--- config.mk ---
export PLATFORM = sky130hd
export DESIGN_NAME = ccl_frame_sequencer
export DESIGN_NICKNAME = d
export VERILOG_FILES = /design/src/rtl/ccl_frame_sequencer.sv
export SDC_FILE = /design/constraint.sdc
export NUM_CORES = 1
export LEC_CHECK = 0
export BUFFER_PORTS_ARGS = -buffer_cell sky130_fd_sc_hd__buf_2
export CAP_MARGIN = 30
export CORE_MARGIN = 3
export CORE_UTILIZATION = 50
export CTS_BUF_LIST = sky130_fd_sc_hd__clkbuf_8
export CTS_CLUSTER_SIZE = 20
export DETAILED_ROUTE_END_ITERATION = 8
export PLACE_DENSITY = 0.73
export SLEW_MARGIN = 5
export SYNTH_ARGS = -nofsm -noshare
export SYNTH_HDL_FRONTEND = slang
export SYNTH_SLANG_ARGS = --single-unit
--- constraint.sdc ---
create_clock -name clk -period 2.3 [get_ports clk]
set_input_delay 0 -clock clk [delete_from_list [all_inputs] [get_ports clk]]
set_output_delay 0 -clock clk [all_outputs]
set_load 0.01 [all_outputs]
--- src/rtl/ccl_frame_sequencer.sv ---
// Frame-level controller for the connected-components labeller: streams one raster frame
// into the labeller with row-end and end-of-frame bubbles, then sweeps obj_id over the labels.
module ccl_frame_sequencer #(
  parameter int WORD      = 8,
  parameter int WIDTH     = 640,
  parameter int HEIGHT    = 480,
  parameter int GAP_LEN   = 4,
  parameter int FLUSH_LEN = WIDTH + 4
) (
  input  logic            clk,
  input  logic            reset_n,
  input  logic            start,
  input  logic [WORD-1:0] s_pixel,
  input  logic            s_valid,
  output logic            s_ready,
  input  logic [WORD-1:0] label_count,
  output logic            lab_reset_n,
  output logic            en,
  output logic [15:0]     x,
  output logic [15:0]     y,
  output logic [WORD-1:0] p_out,
  output logic [WORD-1:0] obj_id,
  output logic            obj_valid,
  input  logic            obj_ready,
  output logic            frame_busy,
  output logic            frame_done
);

  typedef enum logic [2:0] {
    S_IDLE    = 3'd0,
    S_CLEAR   = 3'd1,
    S_RUN     = 3'd2,
    S_GAP     = 3'd3,
    S_FLUSH   = 3'd4,
    S_READOUT = 3'd5,
    S_DONE    = 3'd6
  } state_t;

  localparam logic [15:0]     COL_LAST   = 16'(WIDTH - 1);
  localparam logic [15:0]     ROW_LAST   = 16'(HEIGHT - 1);
  localparam logic [15:0]     GAP_LAST   = 16'(GAP_LEN - 1);
  localparam logic [15:0]     FLUSH_LAST = 16'(FLUSH_LEN - 1);
  localparam logic [15:0]     GAP_X0     = 16'(WIDTH);
  localparam logic [15:0]     FLUSH_Y    = 16'(HEIGHT);
  localparam logic [WORD-1:0] LBL_ONE    = WORD'(1);

  state_t          state_q, state_d;
  logic [15:0]     col_q, col_d;
  logic [15:0]     row_q, row_d;
  logic [15:0]     cnt_q, cnt_d;
  logic            en_q, en_d;
  logic [15:0]     x_q, x_d;
  logic [15:0]     y_q, y_d;
  logic [WORD-1:0] p_q, p_d;
  logic [WORD-1:0] obj_id_q, obj_id_d;
  logic            obj_valid_q, obj_valid_d;
  logic [WORD-1:0] n_lab_q, n_lab_d;
  logic            lab_reset_n_q;
  logic            frame_busy_q;
  logic            frame_done_q;
  logic            accept_s;

  assign s_ready  = (state_q == S_RUN);
  assign accept_s = s_valid & s_ready;

  // Next-state and next-output decode
  always_comb begin
    state_d     = state_q;
    col_d       = col_q;
    row_d       = row_q;
    cnt_d       = cnt_q;
    en_d        = 1'b0;
    x_d         = x_q;
    y_d         = y_q;
    p_d         = p_q;
    obj_id_d    = obj_id_q;
    obj_valid_d = obj_valid_q;
    n_lab_d     = n_lab_q;

    case (state_q)
      S_IDLE: begin
        if (start) begin
          state_d = S_CLEAR;
        end else begin
          state_d = S_IDLE;
        end
      end

      S_CLEAR: begin
        col_d   = 16'd0;
        row_d   = 16'd0;
        cnt_d   = 16'd0;
        state_d = S_RUN;
      end

      S_RUN: begin
        if (accept_s) begin
          en_d  = 1'b1;
          p_d   = s_pixel;
          x_d   = col_q;
          y_d   = row_q;
          cnt_d = 16'd0;
          if (col_q == COL_LAST) begin
            col_d = 16'd0;
            if (row_q == ROW_LAST) begin
              state_d = S_FLUSH;
            end else begin
              state_d = S_GAP;
            end
          end else begin
            col_d = col_q + 16'd1;
          end
        end else begin
          en_d = 1'b0;
        end
      end

      // Bubbles keep y on the finished row so its merge stack drains before the parity flips
      S_GAP: begin
        en_d = 1'b1;
        p_d  = '0;
        x_d  = GAP_X0 + cnt_q;
        y_d  = row_q;
        if (cnt_q == GAP_LAST) begin
          cnt_d   = 16'd0;
          row_d   = row_q + 16'd1;
          state_d = S_RUN;
        end else begin
          cnt_d = cnt_q + 16'd1;
        end
      end

      S_FLUSH: begin
        en_d = 1'b1;
        p_d  = '0;
        x_d  = cnt_q;
        y_d  = FLUSH_Y;
        if (cnt_q == FLUSH_LAST) begin
          cnt_d   = 16'd0;
          n_lab_d = label_count;
          if (label_count <= LBL_ONE) begin
            state_d = S_DONE;
          end else begin
            obj_id_d    = LBL_ONE;
            obj_valid_d = 1'b1;
            state_d     = S_READOUT;
          end
        end else begin
          cnt_d = cnt_q + 16'd1;
        end
      end

      S_READOUT: begin
        if (!obj_valid_q) begin
          state_d = S_DONE;
        end else if (obj_ready) begin
          if (obj_id_q == (n_lab_q - LBL_ONE)) begin
            obj_valid_d = 1'b0;
            state_d     = S_DONE;
          end else begin
            obj_id_d = obj_id_q + LBL_ONE;
          end
        end else begin
          obj_valid_d = obj_valid_q;
        end
      end

      S_DONE: begin
        state_d = S_IDLE;
      end

      default: begin
        state_d = S_IDLE;
      end
    endcase
  end

  // State and output registers; status strobes are decoded from the next state so they align with it
  always_ff @(posedge clk) begin
    if (!reset_n) begin
      state_q       <= S_IDLE;
      col_q         <= 16'd0;
      row_q         <= 16'd0;
      cnt_q         <= 16'd0;
      en_q          <= 1'b0;
      x_q           <= 16'd0;
      y_q           <= 16'd0;
      p_q           <= '0;
      obj_id_q      <= '0;
      obj_valid_q   <= 1'b0;
      n_lab_q       <= '0;
      lab_reset_n_q <= 1'b0;
      frame_busy_q  <= 1'b0;
      frame_done_q  <= 1'b0;
    end else begin
      state_q       <= state_d;
      col_q         <= col_d;
      row_q         <= row_d;
      cnt_q         <= cnt_d;
      en_q          <= en_d;
      x_q           <= x_d;
      y_q           <= y_d;
      p_q           <= p_d;
      obj_id_q      <= obj_id_d;
      obj_valid_q   <= obj_valid_d;
      n_lab_q       <= n_lab_d;
      lab_reset_n_q <= (state_d != S_CLEAR);
      frame_busy_q  <= (state_d != S_IDLE);
      frame_done_q  <= (state_d == S_DONE);
    end
  end

  assign lab_reset_n = lab_reset_n_q;
  assign en          = en_q;
  assign x           = x_q;
  assign y           = y_q;
  assign p_out       = p_q;
  assign obj_id      = obj_id_q;
  assign obj_valid   = obj_valid_q;
  assign frame_busy  = frame_busy_q;
  assign frame_done  = frame_done_q;

endmodule

==> impl_metrics.yaml <==
synthesis:
  ys_ff_latch: 112
  netlist_instances: 686
  syn_nets: 713
  synthMuxAreaShare: 0.00178
  ys_warn_count: 0
  synth_ff_type: "dfxtp_1"
  yosysUniqueCellTypes: 68
  synth_top_family_by_area: "simple AND/OR/NAND/NOR gates"
  yosys.area_share.adder: 0.0134
  synthArstFlopShare: 0
  yosysSeqAreaShare: 0.399
  synth-edff-count: 0
  synth-simple-area-share: 0.302
  synth_compound_area_frac: 0.186
  syn-cell-area_um2: 5620
  synth_area_per_cell_um2: 8.19
  synth-xor-area-share: 0.0639
cells_and_area:
  final_cell_mix: "dfxtp_1, nand2_1, buf_2, nor2_1, buf_4"
  stdcell_area_um2: 6940
  fin_nets: 826
  final_common_cell: "dfxtp_1"
  layout-drive-gt1-share: 0.233
  syn2layout_area_growth_pct: 23.4
  antenna_cells: 0
timing:
  fmax_ghz: 0.430
  slew_violations: 0
  skew_ns: 0.0138
  maxSlewHeadroom: 0.572
  hold_violations: 0
  worstMarginPinSlew_ns: 0.642
  finalCritPeriodShare: 1.01
  fin_ws_ns: -0.0229
  setup_viol: 2
  min_period_ns: 2.32
  rsz0062_at_grt: "true"
drt:
  drt-vias-per-instance: 5.66
  postRouteAntennaNets: 0
  drcViolationCount: 0
  dr_wl_met2_mm: 7.26
  dr.first_iter.drc_count: 477
  highest_layer: "met4"
  met1Wirelength_mm: 6.41
  wl_per_cell_um: 15.5
  dr.pass1.iters: 5
  via_count: 5344
  drt_wl_total_mm: 14.7
  wl_met3_um: 760
critical_path:
  cp.required_ns: 2.59
  r2r_slack_ns: -0.02
  crit_type: "register to register"
  r2r-end: "obj_id[1]"
  r2r_start: "n_lab_q[1]"
  reg2regPathDepth: 9
  start_kind: "register"
  cp-end-kind: "register"
  arrival_ns: 2.62
  cp_max_fo: 6
floorplan:
  dieHeight_um: 112
  io_pins: 75
  die_area_um2: 12600
  core_um2: 10900
  initial_core_util: 0.514
  die-width_um: 112
  rows: 38
placement:
  place_hpwl_mm: 10.1
  port_buffers: 74
  place_area_um2: 6350
  gp_congestion: 0.862
  post-place-ws_ns: -0.0386
grt:
  grt_pass1_vias: 4983
  grt-ovfl-total: 0
  track_usage: 0.227
  grt_pass1_wl_mm: 23.6
  antenna_found_initial: 0
  grt_max_degree: 36
worst_hold_path:
  hp-class: "input port to register"
  hold_end: "obj_valid"
  worstHoldStart: "obj_ready"
  worstHoldPathCells: 4
pwr:
  power.leakage_nw: 2.84
  power_density_nw_per_um2: 560
  peakVddDrop_v: 0.000503
outcome:
  violations: "setup timing"
  outcome: "finished, violations left"
clocking:
  clk_latency_ns: 0.39
  clk_pin_slew_ns: 0.10
  cts.sinks: 112
  htreeDepth: 3
  ctsLongestPathBuffers: 2
  numCtsBuffers: 9
  cts_tree: "yes"
  cts_root_buffer: "clkbuf_8"
flow_run:
  max_cap_viol_count: 0
==> state kept, by name, indices dropped and copies added (netlist names) <==
name,flops
cnt_q,16
col_q,16
row_q,16
x,16
y,16
n_lab_q,8
obj_id,8
p_out,8
state_q,3
en,1
frame_busy,1
frame_done,1
lab_reset_n,1
obj_valid,1
==> logic make-up (layout without fill, tap and decap cells) <==
group	Yosys count	count (layout)
xor+xnor	41	41
compound gates	149	149
flops	112	112
simple gates	328	328
buf+inv	49	167
fa+ha+maj	6	6
mux	1	1
==> Yosys cell counts, types with 4 or more instances <==
master,n,area (um^2)
a22oi_1,11,82.6
nor2_1,73,274
a221oi_1,4,35.0
nor4_1,9,56.3
dfxtp_1,112,2240
clkbuf_1,27,101
or2_2,4,25.0
and3_1,11,68.8
o311a_1,4,40.0
a211oi_1,7,52.6
nand2_1,97,364
nand4_1,7,43.8
xnor2_1,13,114
nand3_1,31,155
nor2b_1,19,119
o21a_1,5,37.5
a21oi_1,31,155
xor2_1,28,245
o211a_1,12,120
ha_1,6,75.1
nor3_1,19,95.1
o21ai_0,38,190
and2_1,17,106
nand2b_1,7,43.8
or3_1,7,43.8
inv_1,12,45.0
a21boi_0,8,60.1
buf_2,9,45.0
==> power breakdown <==
group,switching [mW],internal [mW],total [mW]
clock,0.708,0.845,1.55
sequential,0.0218,1.97,2.00
combinational,0.189,0.148,0.337
total,0.918,2.97,3.89
==> cell type report <==
class                      instances  area (um^2)
multi-input combinational        525         3280
fill                             945         4000
clock buffer                       9          124
tap                              140          175
timing repair buffer             139          922
sequential                       112         2250
clock inverter                     7          146
inverter                          12         45.0
==> critical path: stages (launching register included) <==
cell	delay (ns)
dfxtp_2	0.35
inv_2	0.08
ha_4	0.14
or3b_4	0.37
a221o_1	0.40
a211oi_4	0.32
buf_4	0.18
o21ai_4	0.09
and3_4	0.16
o21a_1	0.16
==> what timing repair did <==
action | CTS | global route
hold endpoints to repair | 16 | 0
hold buffers | 16 | 0
setup endpoints to repair | 6 | 23
pin swaps | 2 | 9
gates resized for setup | 1 | 25
buffers inserted | 0 | 6
==> worst max path at each step <==
| stage | to | cells past startpoint | slack [ns] | from |
|---|---|---|---|---|
| after global routing | obj_id[1] | 9 | -0.09 | n_lab_q[1] |
| after floorplan | obj_id[6] | 8 | 0.05 | n_lab_q[0] |
| after detailed placement | lab_reset_n | 8 | -0.04 | row_q[1] |
| after global placement | frame_busy | 8 | 0.03 | row_q[1] |
| after CTS | row_q[14] | 6 | 0.008 | cnt_q[2] |
| final | obj_id[1] | 9 | -0.02 | n_lab_q[1] |
==> per-stage QoR <==
step | instances | TNS, ns | power [mW] | utilization | hold WS (ns)
6_report | 944 | -0.0389 | 3.89 | 0.634 | 0.00753
4_1_cts | 937 | 0 | 3.89 | 0.621 | 0.0172
2_1_floorplan | 686 | 0 | 2.22 | - | 0.145
3_5_place_dp | 905 | -0.102 | 2.34 | 0.581 | 0.274
5_1_grt | 944 | -0.572 | 4.00 | 0.634 | 0.0324
3_3_place_gp | 905 | 0 | 2.34 | 0.581 | 0.259
==> routing by layer <==
| layer | vias to the layer above | track usage |
|---|---|---|
| met5 | - | 0 |
| met4 | 0 | 0.0649 |
| met3 | 21 | 0.0512 |
| met2 | 161 | 0.401 |
| met1 | 2531 | 0.278 |
| li1 | 2631 | - |
(Power assumes the default switching activity.)
